File: src/rtl/systolic_array_nxn.sv
// rtl/systolic_array_nxn.sv - output-stationary NxN systolic matrix multiplier with input skew and start/done job control.
// Optional macro SYSTOLIC_SAT_EN: saturating accumulation (default: wrap modulo 2^ACC_W).
module systolic_array_nxn #(
  parameter int N     = 4,
  parameter int DW    = 4,
  parameter int ACC_W = 16
) (
  input  logic                 clk,
  input  logic                 reset,
  input  logic                 start,
  input  logic                 in_valid,
  output logic                 in_ready,
  input  logic                 in_last,
  input  logic [N*DW-1:0]      a_col,
  input  logic [N*DW-1:0]      b_row,
  output logic                 busy,
  output logic                 done,
  output logic                 c_valid,
  output logic [N*N*ACC_W-1:0] c_out
);

  typedef enum logic [1:0] {IDLE, STREAM, DRAIN, DONE} state_t;

  localparam int CW = $clog2(2 * N);
  localparam logic [CW-1:0] DRAIN_LAST = CW'(2 * N - 1);

  state_t        state;
  logic [CW-1:0] cnt;
  logic          accept;
  logic          clr;

  assign accept = in_valid & in_ready;
  assign clr    = (state == IDLE) & start;

  always_ff @(posedge clk or negedge reset) begin
    if (!reset) begin
      state    <= IDLE;
      in_ready <= 1'b0;
      busy     <= 1'b0;
      done     <= 1'b0;
      c_valid  <= 1'b0;
      cnt      <= '0;
    end else begin
      case (state)
        IDLE: begin
          done <= 1'b0;
          if (start) begin
            state    <= STREAM;
            in_ready <= 1'b1;
            busy     <= 1'b1;
            c_valid  <= 1'b0;
          end
        end
        STREAM: begin
          if (accept && in_last) begin
            state    <= DRAIN;
            in_ready <= 1'b0;
            cnt      <= '0;
          end
        end
        DRAIN: begin
          if (cnt == DRAIN_LAST) begin
            state   <= DONE;
            busy    <= 1'b0;
            done    <= 1'b1;
            c_valid <= 1'b1;
          end else begin
            cnt <= cnt + 1'b1;
          end
        end
        DONE: begin
          state <= IDLE;
          done  <= 1'b0;
        end
        default: state <= IDLE;
      endcase
    end
  end

  logic [DW-1:0] a_edge   [N];
  logic          a_edge_v [N];
  logic [DW-1:0] b_edge   [N];
  logic          b_edge_v [N];

  // Lane i passes through i+1 registers so PE(i,j) sees beat k at edge E+1+i+j.
  for (genvar i = 0; i < N; i++) begin : g_skew
    logic [DW-1:0] a_q  [i+1];
    logic          av_q [i+1];
    logic [DW-1:0] b_q  [i+1];
    logic          bv_q [i+1];

    always_ff @(posedge clk or negedge reset) begin
      if (!reset) begin
        for (int d = 0; d <= i; d++) begin
          a_q[d] <= '0; av_q[d] <= 1'b0; b_q[d] <= '0; bv_q[d] <= 1'b0;
        end
      end else if (clr) begin
        for (int d = 0; d <= i; d++) begin
          a_q[d] <= '0; av_q[d] <= 1'b0; b_q[d] <= '0; bv_q[d] <= 1'b0;
        end
      end else begin
        a_q[0]  <= a_col[i*DW +: DW];
        av_q[0] <= accept;
        b_q[0]  <= b_row[i*DW +: DW];
        bv_q[0] <= accept;
        for (int d = 1; d <= i; d++) begin
          a_q[d] <= a_q[d-1]; av_q[d] <= av_q[d-1];
          b_q[d] <= b_q[d-1]; bv_q[d] <= bv_q[d-1];
        end
      end
    end

    assign a_edge[i]   = a_q[i];
    assign a_edge_v[i] = av_q[i];
    assign b_edge[i]   = b_q[i];
    assign b_edge_v[i] = bv_q[i];
  end

  logic [DW-1:0] a_h  [N][N-1];
  logic          av_h [N][N-1];
  logic [DW-1:0] b_v  [N-1][N];
  logic          bv_v [N-1][N];

  for (genvar i = 0; i < N; i++) begin : g_row
    for (genvar j = 0; j < N; j++) begin : g_pe
      logic [DW-1:0]            a_in, b_in;
      logic                     av_in, bv_in;
      logic [DW-1:0]            a_r, b_r;
      logic                     av_r, bv_r;
      logic signed [2*DW-1:0]   prod;
      logic signed [ACC_W-1:0]  prod_x;
      logic signed [ACC_W-1:0]  acc_r;
      logic signed [ACC_W-1:0]  acc_nxt;

      if (j == 0) begin : g_a_edge
        assign a_in  = a_edge[i];
        assign av_in = a_edge_v[i];
      end else begin : g_a_left
        assign a_in  = a_h[i][j-1];
        assign av_in = av_h[i][j-1];
      end

      if (i == 0) begin : g_b_edge
        assign b_in  = b_edge[j];
        assign bv_in = b_edge_v[j];
      end else begin : g_b_up
        assign b_in  = b_v[i-1][j];
        assign bv_in = bv_v[i-1][j];
      end

      assign prod   = $signed(a_in) * $signed(b_in);
      assign prod_x = ACC_W'(prod);

`ifdef SYSTOLIC_SAT_EN
      logic signed [ACC_W:0] wide;
      assign wide = (ACC_W+1)'(acc_r) + (ACC_W+1)'(prod_x);
      always_comb begin
        acc_nxt = wide[ACC_W-1:0];
        if (wide[ACC_W] != wide[ACC_W-1])
          acc_nxt = wide[ACC_W] ? {1'b1, {(ACC_W-1){1'b0}}} : {1'b0, {(ACC_W-1){1'b1}}};
      end
`else
      assign acc_nxt = acc_r + prod_x;
`endif

      always_ff @(posedge clk or negedge reset) begin
        if (!reset) begin
          a_r <= '0; av_r <= 1'b0; b_r <= '0; bv_r <= 1'b0; acc_r <= '0;
        end else if (clr) begin
          a_r <= '0; av_r <= 1'b0; b_r <= '0; bv_r <= 1'b0; acc_r <= '0;
        end else begin
          a_r  <= a_in;
          av_r <= av_in;
          b_r  <= b_in;
          bv_r <= bv_in;
          if (av_in && bv_in) acc_r <= acc_nxt;
        end
      end

      if (j < N - 1) begin : g_a_out
        assign a_h[i][j]  = a_r;
        assign av_h[i][j] = av_r;
      end
      if (i < N - 1) begin : g_b_out
        assign b_v[i][j]  = b_r;
        assign bv_v[i][j] = bv_r;
      end

      assign c_out[(i*N+j)*ACC_W +: ACC_W] = acc_r;
    end
  end

endmodule

File: config.mk
export PLATFORM = sky130hd
export DESIGN_NAME = systolic_array_nxn
export DESIGN_NICKNAME = d
export VERILOG_FILES = /design/src/rtl/systolic_array_nxn.sv
export SDC_FILE = /design/constraint.sdc
export NUM_CORES = 2
export LEC_CHECK = 0
export CAP_MARGIN = 20
export CORE_MARGIN = 5
export CORE_UTILIZATION = 62
export CTS_CLUSTER_DIAMETER = 100
export CTS_CLUSTER_SIZE = 20
export DETAILED_ROUTE_END_ITERATION = 8
export GPL_TIMING_DRIVEN = 1
export PLACE_DENSITY = 0.86
export SYNTH_ARGS = -nofsm -noshare
export SYNTH_HDL_FRONTEND = slang
export SYNTH_SLANG_ARGS = --single-unit
export TNS_END_PERCENT = 50
File: constraint.sdc
create_clock -name clk -period 5.1 [get_ports clk]
set_input_delay 1.53 -clock clk [delete_from_list [all_inputs] [get_ports clk]]
set_output_delay 1.53 -clock clk [all_outputs]
set_load 0.005 [all_outputs]
==> results.json <==
{
  "gp_congestion": 0.923,
  "netSwitchingPower_mw": 16.9,
  "p_leak_nw": 25.6,
  "fin_area_um2": 50000,
  "synth_xor_xnor_area_share_pct": 4.02,
  "cp-start-kind": "flop",
  "antenna_cells": 0,
  "layout.nets": 6027,
  "tightest_slew_ns": 1.11,
  "layout-drive-gt1-share_pct": 2.38,
  "grt_max_degree": 137,
  "slew_headroom_pct": 25.9,
  "cts_buffer_depth": 3,
  "grt_usage_pct": 27.4,
  "synth_adder_area_share_pct": 36.1,
  "syn_inst": 4740,
  "areaGrowthSynthToFinish_pct": 11.1,
  "grt_antenna_before_repair": 3,
  "cts_resized": 0,
  "cp_max_fo": 13,
  "cap_violations": 0,
  "cts_tree": "done",
  "worstPathArrival_ns": 4.90,
  "grt_pass1_wl_um": 177000,
  "gr-total-overflow": 0,
  "wl_um": 105000,
  "p_sw_share_pct": 50.5,
  "vias": 33028,
  "postRouteAntennaNets": 0,
  "die-width_um": 280,
  "clkSinkCount": 448,
  "yosysWarnings": 0,
  "port_buffers": 296,
  "synth-simple-area-share_pct": 11.4,
  "fp.dieH_um": 280,
  "drtIter0Drc": 1694,
  "yosysUniqueCellTypes": 75,
  "placed_area_um2": 49100,
  "maxSlewViolCount": 0,
  "numCtsBuffers": 31,
  "rsz0062_at_grt": "false",
  "tns_ns": 0,
  "synth_top_family_by_area": "adder cells",
  "setup-violations-final": 0,
  "min_path_type": "reg -> reg",
  "dr.pass1.iters": 6,
  "run_status": "finished clean",
  "r2r_slack_ns": 0.76,
  "worstSetupPathType": "reg -> reg",
  "clock.fmax_ghz": 0.230,
  "io_pins": 297,
  "place_ws_ns": 0.804,
  "viasPerCell": 5.56,
  "synth_edf_count": 0,
  "post_cts_buffers": 0,
  "synth_top_area_cell": "dfrtp_1",
  "die_area_um2": 78200,
  "period_minus_slack_ns": 4.34,
  "insertion_delay_ns": 0.64,
  "post-route-drc-count": 0,
  "synth_nets": 5790,
  "worstPathRequired_ns": 5.66,
  "synth-async-reset-ratio_pct": 100,
  "clk_pin_slew_ns": 0.09,
  "power_frac_clock_pct": 8.0,
  "comb_power_share_pct": 73.5,
  "power_density_nw_per_um2": 668,
  "wl_per_cell_um": 17.7,
  "grt_pass1_vias": 34763,
  "finalWorstSetupSlack_ns": 0.756,
  "start_util_pct": 62.8,
  "fin_crit_sh_pct": 85.2,
  "synth_area_um2": 45100,
  "synth-compound-area-share_pct": 10.3,
  "htree_num_levels": 1,
  "clock-root-buffer": "clkbuf_16",
  "num_rows": 98,
  "postCtsHoldBufs": 0,
  "finClkSkew_ns": 0.0189,
  "worst_setup_path_end_kind": "flop",
  "hold_viol_final": 0,
  "p_int_mw": 16.5,
  "pwr-share-seq_pct": 18.5,
  "ys_ff_latch": 448,
  "place_hpwl_um": 82700,
  "coreArea_um2": 71700,
  "synth_ff_type": "dfrtp_1",
  "synth-seq-area-share_pct": 24.9,
  "synth.avg_cell_area_um2": 9.51,
  "synthMuxAreaShare_pct": 2.96,
  "netlist_top_cells_area": "dfrtp_1 25%, fa_1 21%, ha_1 15%",
  "irDropWorstVdd_mv": 0.485,
  "synth_top_area_share_pct": 24.9
}
[metrics by stage]
step	total power [mW]	hold slack [ns]	utilization [%]	cells
5_1_grt	37.2	0.469	69.8	5944
3_3_place_gp	29.4	0.430	68.4	5894
3_5_place_dp	30.6	0.432	68.4	5894
4_1_cts	33.5	0.452	69.8	5944
6_report	33.4	0.450	69.8	5944
2_1_floorplan	23.8	0.428	-	4740
[logic make-up after synthesis]
| family | Yosys count |
|---|---|
| AO/OA/AOI/OAI | 711 |
| XOR/XNOR | 207 |
| adder cells (fa/ha/maj) | 1013 |
| buffers and inverters | 1229 |
| flip-flops | 448 |
| multiplexers | 131 |
| AND/OR/NAND/NOR | 1001 |
[cell type report]
| cell class | instances | area, um2 |
|---|---|---|
| sequential | 448 | 11200 |
| timing repair buffer | 321 | 3260 |
| tap | 950 | 1190 |
| multi-input combinational | 3063 | 29200 |
| clock inverter | 13 | 171 |
| fill | 5302 | 21700 |
| inverter | 1112 | 4170 |
| clock buffer | 37 | 808 |
[Yosys cell counts (6+ instances only)]
library cell / number
o31ai_1: 8
mux2_2: 18
nor3b_1: 9
nor2_1: 274
or3_1: 6
and2_1: 339
nand2_1: 157
and3_1: 11
o21ai_1: 56
mux2i_1: 112
o21bai_1: 10
a21o_1: 68
nor3_1: 33
nand4_1: 15
a21oi_1: 155
o211ai_1: 35
inv_1: 1111
nand2b_1: 25
ha_1: 533
nand3b_1: 11
nor2b_1: 49
buf_2: 19
nand3_1: 51
clkbuf_1: 83
xnor2_1: 149
o22ai_1: 20
xor2_1: 58
a41oi_1: 10
a31oi_1: 26
o21ai_0: 132
a22o_1: 8
a211oi_1: 84
dfrtp_1: 448
o211a_1: 8
fa_1: 480
a211oi_2: 9
o21a_1: 28
buf_1: 15
[sequential cells by signal, indices dropped and copies added, names as in the netlist]
register,cells
busy,1
g_row.g_pe.a_r,48
state,2
g_skew.b_q,24
g_row.g_pe.a_in,16
g_skew.a_q,24
g_row.g_pe.b_r,48
done,1
cnt,3
g_row.g_pe.b_in,16
c_valid,1
g_row.g_pe.bv_r,6
g_row.g_pe.acc_r,256
in_ready,1
g_row.g_pe.bv_in,1
[worst paths after layout]
check                                   startpoint                    endpoint  cells after the start
setup / recovery           g_row[2].g_pe[1].a_r[3]  g_row[2].g_pe[2].acc_r[14]                     13
hold / removal                   g_skew[2].b_q[10]            g_skew[2].b_q[6]                      1
setup reg to reg           g_row[2].g_pe[1].a_r[3]  g_row[2].g_pe[2].acc_r[14]                     13
hold reg to reg                  g_skew[2].b_q[10]            g_skew[2].b_q[6]                      1
max in group asynchronous                    reset    g_row[0].g_pe[0].a_in[3]                      2
min in group asynchronous                    reset  g_row[1].g_pe[3].acc_r[11]                      1
[metal layers]
| metal | track usage [%] | vias to the layer above | part of all wire [%] |
|---|---|---|---|
| met3 | 5.35 | 211 | 6.7 |
| li1 | - | 15497 | - |
| met4 | 9.07 | 2 | 3.8 |
| met2 | 46.9 | 910 | 49 |
| met5 | 0 | - | 0.012 |
| met1 | 35.5 | 16408 | 41 |
[cell usage in the layout (no fill, tap or decap), types with 51 or more instances in the layout]
| cell | n |
|---|---|
| nand2_1 | 156 |
| nor2_1 | 273 |
| and2_1 | 339 |
| xnor2_1 | 149 |
| mux2i_1 | 112 |
| fa_1 | 480 |
| o21ai_0 | 132 |
| nand3_1 | 51 |
| clkdlybuf4s50_1 | 295 |
| a211oi_1 | 84 |
| inv_1 | 1111 |
| a21o_1 | 68 |
| dfrtp_1 | 445 |
| o21ai_1 | 56 |
| a21oi_1 | 155 |
| ha_1 | 533 |
| xor2_1 | 58 |
[power by group through the flow]
| stage | combinational [mW] | clock (mW) | sequential, mW |
|---|---|---|---|
| floorplan | 18.1 | 0 | 5.67 |
| global placement | 23.2 | 0 | 6.21 |
| detailed placement | 24.4 | 0 | 6.25 |
| CTS | 24.6 | 2.73 | 6.19 |
| global route | 28.0 | 2.85 | 6.37 |
| finish | 24.6 | 2.66 | 6.20 |
[critical path, stage by stage (launching register included)]
cell      delay, ns
dfrtp_1        0.40
and2_1         0.58
fa_1           0.52
inv_1          0.09
fa_1           0.40
fa_1           0.48
inv_1          0.06
fa_1           0.44
a211oi_2       0.31
o211ai_1       0.19
a221oi_1       0.38
xnor2_1        0.19
mux2i_1        0.10
nor2_1         0.12
No activity file was read; power rests on OpenSTA's default activity.
